File: config.mk
export PLATFORM = sky130hd
export DESIGN_NAME = gpr_wb_ctrl
export DESIGN_NICKNAME = d
export VERILOG_FILES = /design/src/rtl/mips_pkg.sv /design/src/rtl/wb_fifo.sv /design/src/rtl/gpr_wb_ctrl.sv
export SDC_FILE = /design/constraint.sdc
export NUM_CORES = 1
export LEC_CHECK = 0
export CORE_ASPECT_RATIO = 1.5
export CORE_MARGIN = 1
export CORE_UTILIZATION = 23
export CTS_BUF_LIST = sky130_fd_sc_hd__clkbuf_4 sky130_fd_sc_hd__clkbuf_8
export DETAILED_ROUTE_END_ITERATION = 8
export HOLD_SLACK_MARGIN = 0.08
export PLACE_DENSITY_LB_ADDON = 0.2
export RECOVER_POWER = 50
export SYNTH_ARGS = -nofsm -noshare
export SYNTH_HDL_FRONTEND = slang
export SYNTH_SLANG_ARGS = --single-unit
File: constraint.sdc
create_clock -name clk -period 6.2 [get_ports clk]
set_input_delay 1.24 -clock clk [delete_from_list [all_inputs] [get_ports clk]]
set_output_delay 1.24 -clock clk [all_outputs]
set_load 0.02 [all_outputs]
File: src/rtl/mips_pkg.sv
// Shared types and constants for the GPR writeback path.
//   wb_req_t : one pending register-file write {rd, data}
//   bypass() : forwarding mux shared by both read ports
package mips_pkg;
  localparam int REG_W  = 5;
  localparam int DATA_W = 32;

  localparam logic [REG_W-1:0] REG_OVF  = 5'd30;
  localparam logic [REG_W-1:0] REG_ZERO = 5'd0;

  typedef struct packed {
    logic [REG_W-1:0]  rd;
    logic [DATA_W-1:0] data;
  } wb_req_t;

  // Value the register file will hold at rd_a after this cycle's write.
  // An overflow write only sets bit 0 of $30; writes to $0 never land.
  function automatic logic [DATA_W-1:0] bypass(
    input logic              en,
    input logic              set_ovf,
    input logic [REG_W-1:0]  wr_rd,
    input logic [DATA_W-1:0] wr_data,
    input logic [REG_W-1:0]  rd_a,
    input logic [DATA_W-1:0] raw
  );
    if (en && !set_ovf && wr_rd == rd_a && rd_a != REG_ZERO) return wr_data;
    if (en && set_ovf && rd_a == REG_OVF)                     return raw | 32'd1;
    return raw;
  endfunction
endpackage

File: src/rtl/wb_fifo.sv
// Synchronous FIFO of wb_req_t holding LL results awaiting the write port.
//   push/din : enqueue (ignored when full)
//   pop      : dequeue head (ignored when empty)
//   head     : current head entry, valid when !empty
//   full/empty : derived from registered occupancy only
module wb_fifo
  import mips_pkg::*;
#(
  parameter int DEPTH = 2
) (
  input  logic    clk,
  input  logic    rst,
  input  logic    push,
  input  wb_req_t din,
  input  logic    pop,
  output wb_req_t head,
  output logic    full,
  output logic    empty
);
  localparam int AW = $clog2(DEPTH);

  wb_req_t       mem [DEPTH];
  logic [AW-1:0] wr_ptr, rd_ptr;
  logic [AW:0]   count;   // one extra bit so full and empty are distinct
  logic          push_ok, pop_ok;

  assign full    = (count == (AW+1)'(DEPTH));
  assign empty   = (count == '0);
  assign push_ok = push & ~full;
  assign pop_ok  = pop & ~empty;
  assign head    = mem[rd_ptr];

  // Pointers wrap naturally since DEPTH is a power of two.
  always_ff @(posedge clk or posedge rst) begin
    if (rst) begin
      wr_ptr <= '0;
      rd_ptr <= '0;
      count  <= '0;
    end else begin
      if (push_ok) wr_ptr <= wr_ptr + 1'b1;
      if (pop_ok)  rd_ptr <= rd_ptr + 1'b1;
      count <= count + (AW+1)'(push_ok) - (AW+1)'(pop_ok);
    end
  end

  // Storage needs no reset; contents are only observed when !empty.
  always_ff @(posedge clk) begin
    if (push_ok) mem[wr_ptr] <= din;
  end
endmodule

File: src/rtl/gpr_wb_ctrl.sv
// Writeback controller for the GPR write port.
//   ALU results (alu_*) always take the port; LL results (ll_*) are queued
//   and drained on cycles without an ALU write.
//   ll_issue/ll_issue_rd : mark a register busy until its LL write commits
//   busy                 : per-register outstanding-LL scoreboard
//   gpr_*                : register-file write port (en, set_overflow_bit, reg_W1, W1)
//   rd_a*/gpr_R* -> fwd_R* : read data with this cycle's write bypassed in
module gpr_wb_ctrl
  import mips_pkg::*;
#(
  parameter int DEPTH = 2
) (
  input  logic              clk,
  input  logic              rst,
  input  logic              alu_valid,
  input  logic [REG_W-1:0]  alu_rd,
  input  logic [DATA_W-1:0] alu_data,
  input  logic              alu_ovf,
  input  logic              ll_valid,
  output logic              ll_ready,
  input  logic [REG_W-1:0]  ll_rd,
  input  logic [DATA_W-1:0] ll_data,
  input  logic              ll_issue,
  input  logic [REG_W-1:0]  ll_issue_rd,
  output logic [31:0]       busy,
  output logic              gpr_en,
  output logic              gpr_set_ovf,
  output logic [REG_W-1:0]  gpr_reg_W1,
  output logic [DATA_W-1:0] gpr_W1,
  input  logic [REG_W-1:0]  rd_a1,
  input  logic [REG_W-1:0]  rd_a2,
  input  logic [DATA_W-1:0] gpr_R1,
  input  logic [DATA_W-1:0] gpr_R2,
  output logic [DATA_W-1:0] fwd_R1,
  output logic [DATA_W-1:0] fwd_R2
);
  wb_req_t     head;
  logic        full, empty, pop;
  logic [31:0] busy_nxt;

  // LL head drains only on cycles the ALU leaves the port free.
  assign pop      = ~rst & ~alu_valid & ~empty;
  assign ll_ready = ~full;

  wb_fifo #(.DEPTH(DEPTH)) u_fifo (
    .clk   (clk),
    .rst   (rst),
    .push  (ll_valid),
    .din   ('{rd: ll_rd, data: ll_data}),
    .pop   (pop),
    .head  (head),
    .full  (full),
    .empty (empty)
  );

  always_comb begin
    gpr_en      = 1'b0;
    gpr_set_ovf = 1'b0;
    gpr_reg_W1  = '0;
    gpr_W1      = '0;
    if (!rst) begin
      if (alu_valid) begin
        gpr_en      = 1'b1;
        gpr_set_ovf = alu_ovf;
        gpr_reg_W1  = alu_rd;
        gpr_W1      = alu_data;
      end else if (!empty) begin
        gpr_en      = 1'b1;
        gpr_reg_W1  = head.rd;
        gpr_W1      = head.data;
      end
    end
  end

  // Clear on commit first so a same-cycle issue to that rd re-sets it.
  always_comb begin
    busy_nxt = busy;
    if (pop) busy_nxt[head.rd] = 1'b0;
    if (ll_issue && ll_issue_rd != REG_ZERO) busy_nxt[ll_issue_rd] = 1'b1;
    busy_nxt[0] = 1'b0;
  end

  always_ff @(posedge clk or posedge rst) begin
    if (rst) busy <= '0;
    else     busy <= busy_nxt;
  end

  assign fwd_R1 = bypass(gpr_en, gpr_set_ovf, gpr_reg_W1, gpr_W1, rd_a1, gpr_R1);
  assign fwd_R2 = bypass(gpr_en, gpr_set_ovf, gpr_reg_W1, gpr_W1, rd_a2, gpr_R2);
endmodule

==> results of run 1 <==
[critical path: stages]
cell and delay [ns]:
dlygate4sd3_1 0.64, nor2_1 0.33, a32oi_1 0.24, xnor2_1 0.18, nor4_2 0.33, nand3_2 0.41
buf_4 0.39, mux2_4 0.32, clkdlybuf4s50_1 0.54
[placed cells by master, fill, tap and decap left out, types with 2 or more instances in the layout]
cell type        Yosys  routed
inv_1               10       9
or4_1                2       2
mux2_4              61      61
mux2i_1             39      39
nor2b_1              4       3
nand2b_1             4       4
inv_8                0       3
nor2_1              10      10
dfrtp_1             35      34
nand2_1             49      49
dlygate4sd3_1        0      53
xor2_1               2       2
mux2_2               6       6
clkbuf_8             0       9
buf_4                1       8
inv_4                0       2
edfxtp_1            74      74
clkdlybuf4s50_1      0     240
a32oi_1              4       4
nand4_1              2       2
nor4_2               2       2
nand3_2              2       2
xnor2_1             12      12
o21ai_0             95      95
ha_1                 2       2
nand3_1              8       8
[kinds of logic after synthesis]
logic type | synth area share, %
XOR/XNOR | 2.12
buffers and inverters | 3.01
AND/OR/NAND/NOR | 7.50
other | 0.0649
AO/OA/AOI/OAI | 9.45
multiplexers | 23.8
flip-flops | 53.6
adder cells (fa/ha/maj) | 0.433
[area by class of cell]
class / count / area, µm² / share of cell area, %
flip-flops and latches: 109 / 3100 / 33.5
inverters: 10 / 37.5 / 0.406
multi-input cells: 317 / 2510 / 27.1
repair buffers: 303 / 3020 / 32.6
diodes: 1 / 2.50 / 0.0270
clock inverters: 6 / 51.3 / 0.554
clock buffers: 10 / 131 / 1.42
well taps: 324 / 405 / 4.38
[power groups by stage]
stage | Clock (mW) | Sequential [mW] | Combinational (mW)
after global routing | 0.468 | 1.18 | 1.41
final | 0.427 | 1.15 | 1.32
after CTS | 0.446 | 1.16 | 1.37
after detailed placement | 0 | 1.17 | 1.36
after global placement | 0 | 1.17 | 1.36
after floorplan | 0 | 1.24 | 0.616
[sequential cells by signal, summed over array words and instances (netlist names)]
signal         cells
u_fifo.mem        74
busy              31
u_fifo.count       2
u_fifo.rd_ptr      1
u_fifo.wr_ptr      1
[how the worst max path moves through the flow]
stage          cells after the start          to  slack (ns)
2_1_floorplan                      7   fwd_R1[0]        1.68
3_3_place_gp                       9  fwd_R2[15]        0.42
3_5_place_dp                       9  fwd_R2[28]        0.41
4_1_cts                            9  fwd_R2[23]        0.40
5_1_grt                            9  fwd_R2[23]        0.15
6_report                           9  fwd_R2[23]        0.32
[per-stage QoR]
stage	util [%]	hold slack (ns)
2_1_floorplan	-	0.461
3_3_place_gp	37.0	0.489
3_5_place_dp	37.0	0.499
4_1_cts	37.8	0.526
5_1_grt	37.7	0.541
6_report	37.7	0.497
[layer usage]
layer | GRT usage, % | part of all wire (%) | vias up
li1 | - | - | 2270
met1 | 16.6 | 39 | 2240
met2 | 28.3 | 53 | 221
met3 | 3.80 | 6.5 | 23
met4 | 5.08 | 1.6 | 2
met5 | 0 | 0.071 | -
==> impl_metrics.toml, run 1 <==
[status]
status = "finished with violations"
violations = "max-capacitance violations, max-slew violations"

[sta]
fin_crit_sh_pct = 94.8
fin_skew_ns = 0.0127
hold_viol = 0
period_minus_slack_ns = 5.88
setup_ws_ns = 0.323
setup_viol_count_final = 0
max_slew_margin_pct = -33.6
worst_slew_pin_slew_ns = 2.00
slew_viol_final = 75
rsz0062_at_grt = "false"
final.setup.tns_ns = 0
fmax_ghz = 0.170

[critical_path]
crit_fanout = 13
setup.worst_path.start = "rst"
critPathArrivalTime_ns = 4.64
r2r_end = "u_fifo.mem[0][8]"
worst_setup_path_start_kind = "input port"
r2r_start = "u_fifo.count[1]"
worstSetupPathType = "in -> out"
required_ns = 4.96
reg2reg_depth = 4
end_kind = "primary output"
rrSetupSlack_ns = 3.54

[synthesis]
ys_types = 38
synth_common_cells = "o21ai_0, edfxtp_1, mux2_4"
yosys.area.top_type = "edfxtp_1"
synth.most_common_cell = "o21ai_0"
synth_cells = 457
ys_ff_latch = 109
synthArstFlopShare_pct = 32.1
syn_area_um2 = 5780
synth-seq-area-share_pct = 53.6
ys.flop_type = "edfxtp_1"
synth-edff-count = 74
synth_top_area_share_pct = 38.5
synthTopCellsByArea = "edfxtp_1, mux2_4, dfrtp_1"
synth.avg_cell_area_um2 = 12.6
yosysWarnings = 0
synth_nets = 618

[drt]
routedWlPerCell_um = 18.2
initialDrtViolationCount = 178
finalWirelength_mm = 19.7
vias = 4756
vias_per_cell = 4.40
drc_errors = 0
antenna_left = 0
drt_pass1_iterations = 4

[clocking]
htree_levels = 3
cts.sinks = 109
tritoncts = "built"
clock-root-buffer = "clkbuf_8"
worstSkewPairLatency_ns = 0.39
cts.repair.resized = 0
numCtsBuffers = 9
postCtsSetupBuffers = 0
cts_buffer_depth = 2
holdBufCountCts = 0
clk_pin_slew_worst_paths_ns = 0.11

[power]
p_sw_share_pct = 38.1
combPwrFrac_pct = 45.5
p_seq_share_pct = 39.7
internal-power_mw = 1.79
powerDensity_nw_per_um2 = 313
total_power_mw = 2.90
p_switching_mw = 1.11
p_leak_nw = 3.64
clockPowerShare_pct = 14.8
vdd_drop_max_uv = 226

[floorplan]
initial_core_util_pct = 23.6
core-area_um2 = 24500
io_pins = 295
die_h_um = 196
die_x_um = 131
dieArea_um2 = 25800
rows = 70

[min_path]
hp-class = "reg -> reg"
hold_start = "u_fifo.wr_ptr"
holdPathStages = 1
hold_end = "u_fifo.wr_ptr"

[grt]
grt_max_degree = 38
grt_pass1_vias = 5023
antenna_found_initial = 3
grt_pass1_wl_mm = 29.6
grt-ovfl-total = 0
track_usage_pct = 15.2

[final_layout]
fillers = 2410
post_route_cells_drive_above_1_share_pct = 13.1
layout.nets = 911
fin_area_um2 = 9260
instances_no_fill = 1080
area_growth_pct = 60.2

[placed_design]
port_buffers = 293
dpl_worst_slack_ns = 0.409
dp.cells = 1063
placed_area_um2 = 9080
gp_routability_congestion = 0.803
dp_hpwl_mm = 15.0

[flow_run]
maxCapViolCount = 3
Power figures use the tool's default switching activity.
==> run 2: changes to the inputs <==
Settings changed: HOLD_SLACK_MARGIN 0.08 to default.
==> results of run 2 <==
The final DEF is identical to that of run 1; final timing and power are the same.
==> run 3: changes to the inputs <==
--- a/config.mk
+++ b/config.mk
@@ -12,3 +12,3 @@
 export DETAILED_ROUTE_END_ITERATION = 8
-export PLACE_DENSITY_LB_ADDON = 0.2
+export PLACE_DENSITY = 0.56
 export RECOVER_POWER = 50
--- a/constraint.sdc
+++ b/constraint.sdc
@@ -3,2 +3,2 @@
 set_output_delay 1.24 -clock clk [all_outputs]
-set_load 0.02 [all_outputs]
+set_load 0.05 [all_outputs]
==> impl_metrics.toml, run 3 (same netlist as run 1, synthesis figures left out) <==
[status]
status = "finished with violations"
violations = "max-capacitance violations, max-slew violations"

[grt]
antenna_found_initial = 4
grt-ovfl-total = 0
grt_max_degree = 38
track_usage_pct = 15.8
grt_pass1_vias = 4884
grt_pass1_wl_mm = 30.3

[clocking]
cts.repair.resized = 0
htree_levels = 3
clk_pin_slew_worst_paths_ns = 0.10
clock-root-buffer = "clkbuf_8"
postCtsSetupBuffers = 0
numCtsBuffers = 9
tritoncts = "built"
holdBufCountCts = 0
cts_buffer_depth = 2
cts.sinks = 109
worstSkewPairLatency_ns = 0.38

[drt]
finalWirelength_mm = 20.5
antenna_left = 0
routedWlPerCell_um = 19.0
vias = 4736
vias_per_cell = 4.39
initialDrtViolationCount = 174
drt_pass1_iterations = 4
drc_errors = 0

[floorplan]
rows = 70
die_h_um = 196
io_pins = 295
die_x_um = 131
dieArea_um2 = 25800
core-area_um2 = 24500
initial_core_util_pct = 23.6

[flow_run]
maxCapViolCount = 3

[sta]
rsz0062_at_grt = "false"
period_minus_slack_ns = 5.43
fin_skew_ns = 0.0160
worst_slew_pin_slew_ns = 1.97
setup_ws_ns = 0.775
slew_viol_final = 93
max_slew_margin_pct = -31.2
final.setup.tns_ns = 0
setup_viol_count_final = 0
holdWs_ns = 0.508
fin_crit_sh_pct = 87.5
fmax_ghz = 0.184
hold_viol = 0

[final_layout]
regMostFlops = "u_fifo.mem"
utilization_pct = 37.0
layout.nets = 909
instances_no_fill = 1080
area_growth_pct = 57.0
layout_commonest_cell = "clkdlybuf4s50_1"
post_route_cells_drive_above_1_share_pct = 21.8
final_cell_mix = "clkdlybuf4s50_1, o21ai_0, buf_4, edfxtp_1, mux2_4"
largest_reg_flops = 74
top_regs = "u_fifo.mem (74), busy (31), u_fifo.count (2)"

[critical_path]
required_ns = 4.96
critPathArrivalTime_ns = 4.19
worst_setup_path_start_kind = "input port"
reg2reg_depth = 4
rrSetupSlack_ns = 2.83
worstSetupPathType = "in -> out"
crit_fanout = 32
end_kind = "primary output"

[placed_design]
dp.cells = 1061
gp_routability_congestion = 0.795
dpl_worst_slack_ns = 0.761
dp_hpwl_mm = 15.5
port_buffers = 293

[power]
powerDensity_nw_per_um2 = 362
p_leak_nw = 3.68
vdd_drop_max_uv = 365

[min_path]
hp-class = "reg -> reg"
holdPathStages = 1
[run 3: cell count changes in the layout (fill, tap and decap cells not counted), moves of 2 or more]
cell | previous run | this run
inv_4 | 2 | 0
dlygate4sd3_1 | 53 | 42
diode_2 | 1 | 3
clkdlybuf4s50_1 | 240 | 181
clkinv_4 | 0 | 3
inv_8 | 3 | 0
buf_4 | 8 | 74
[run 3: critical path, stage by stage]
cell	delay, ns
dlygate4sd3_1	0.65
nor2_1	0.31
nand2_1	0.12
o21ai_0	0.47
xnor2_1	0.15
nand3_2	0.08
buf_4	0.54
mux2_2	0.41
buf_4	0.19
[run 3: path summary, 6_finish.rpt]
kind,start,to
worst max register to register,u_fifo.count[1],u_fifo.mem[0][21]
worst min register to register,u_fifo.wr_ptr,u_fifo.wr_ptr
worst max-delay path,rst,fwd_R1[31]
worst min-delay path,u_fifo.wr_ptr,u_fifo.wr_ptr
max in group asynchronous,rst,u_fifo.rd_ptr
min in group asynchronous,rst,u_fifo.rd_ptr
[run 3: final cells by class]
type,count,area (µm²)
Tap cell,324,405
Timing Repair Buffer,301,2840
Inverter,10,37.5
Sequential cell,109,3100
Clock buffer,9,124
Antenna cell,3,7.51
Clock inverter,7,50.0
Multi-Input combinational cell,317,2510
Fill cell,2451,15500
[run 3: metrics by stage]
step | area, µm² | total power, mW
floorplan | 5780 | 2.27
global placement | 8900 | 2.92
detailed placement | 8900 | 2.93
CTS | 9080 | 3.35
global route | 9070 | 3.46
finish | 9070 | 3.28
[run 3: report_power, final]
part / internal (mW) / total [mW] / switching, mW
clock network: 0.147 / 0.402 / 0.255
registers: 1.03 / 1.17 / 0.142
logic: 0.603 / 1.71 / 1.11
total: 1.78 / 3.28 / 1.50
[run 3: per-layer routing]
| metal | part of all wire [%] | GRT usage [%] | vias to the layer above | wire length, µm |
|---|---|---|---|---|
| li1 | - | - | 2271 | - |
| met1 | 39 | 17.5 | 2237 | 7910 |
| met2 | 53 | 29.4 | 208 | 10800 |
| met3 | 7.4 | 4.55 | 18 | 1510 |
| met4 | 1.3 | 4.05 | 2 | 263 |
| met5 | 0.063 | 0 | - | 13 |
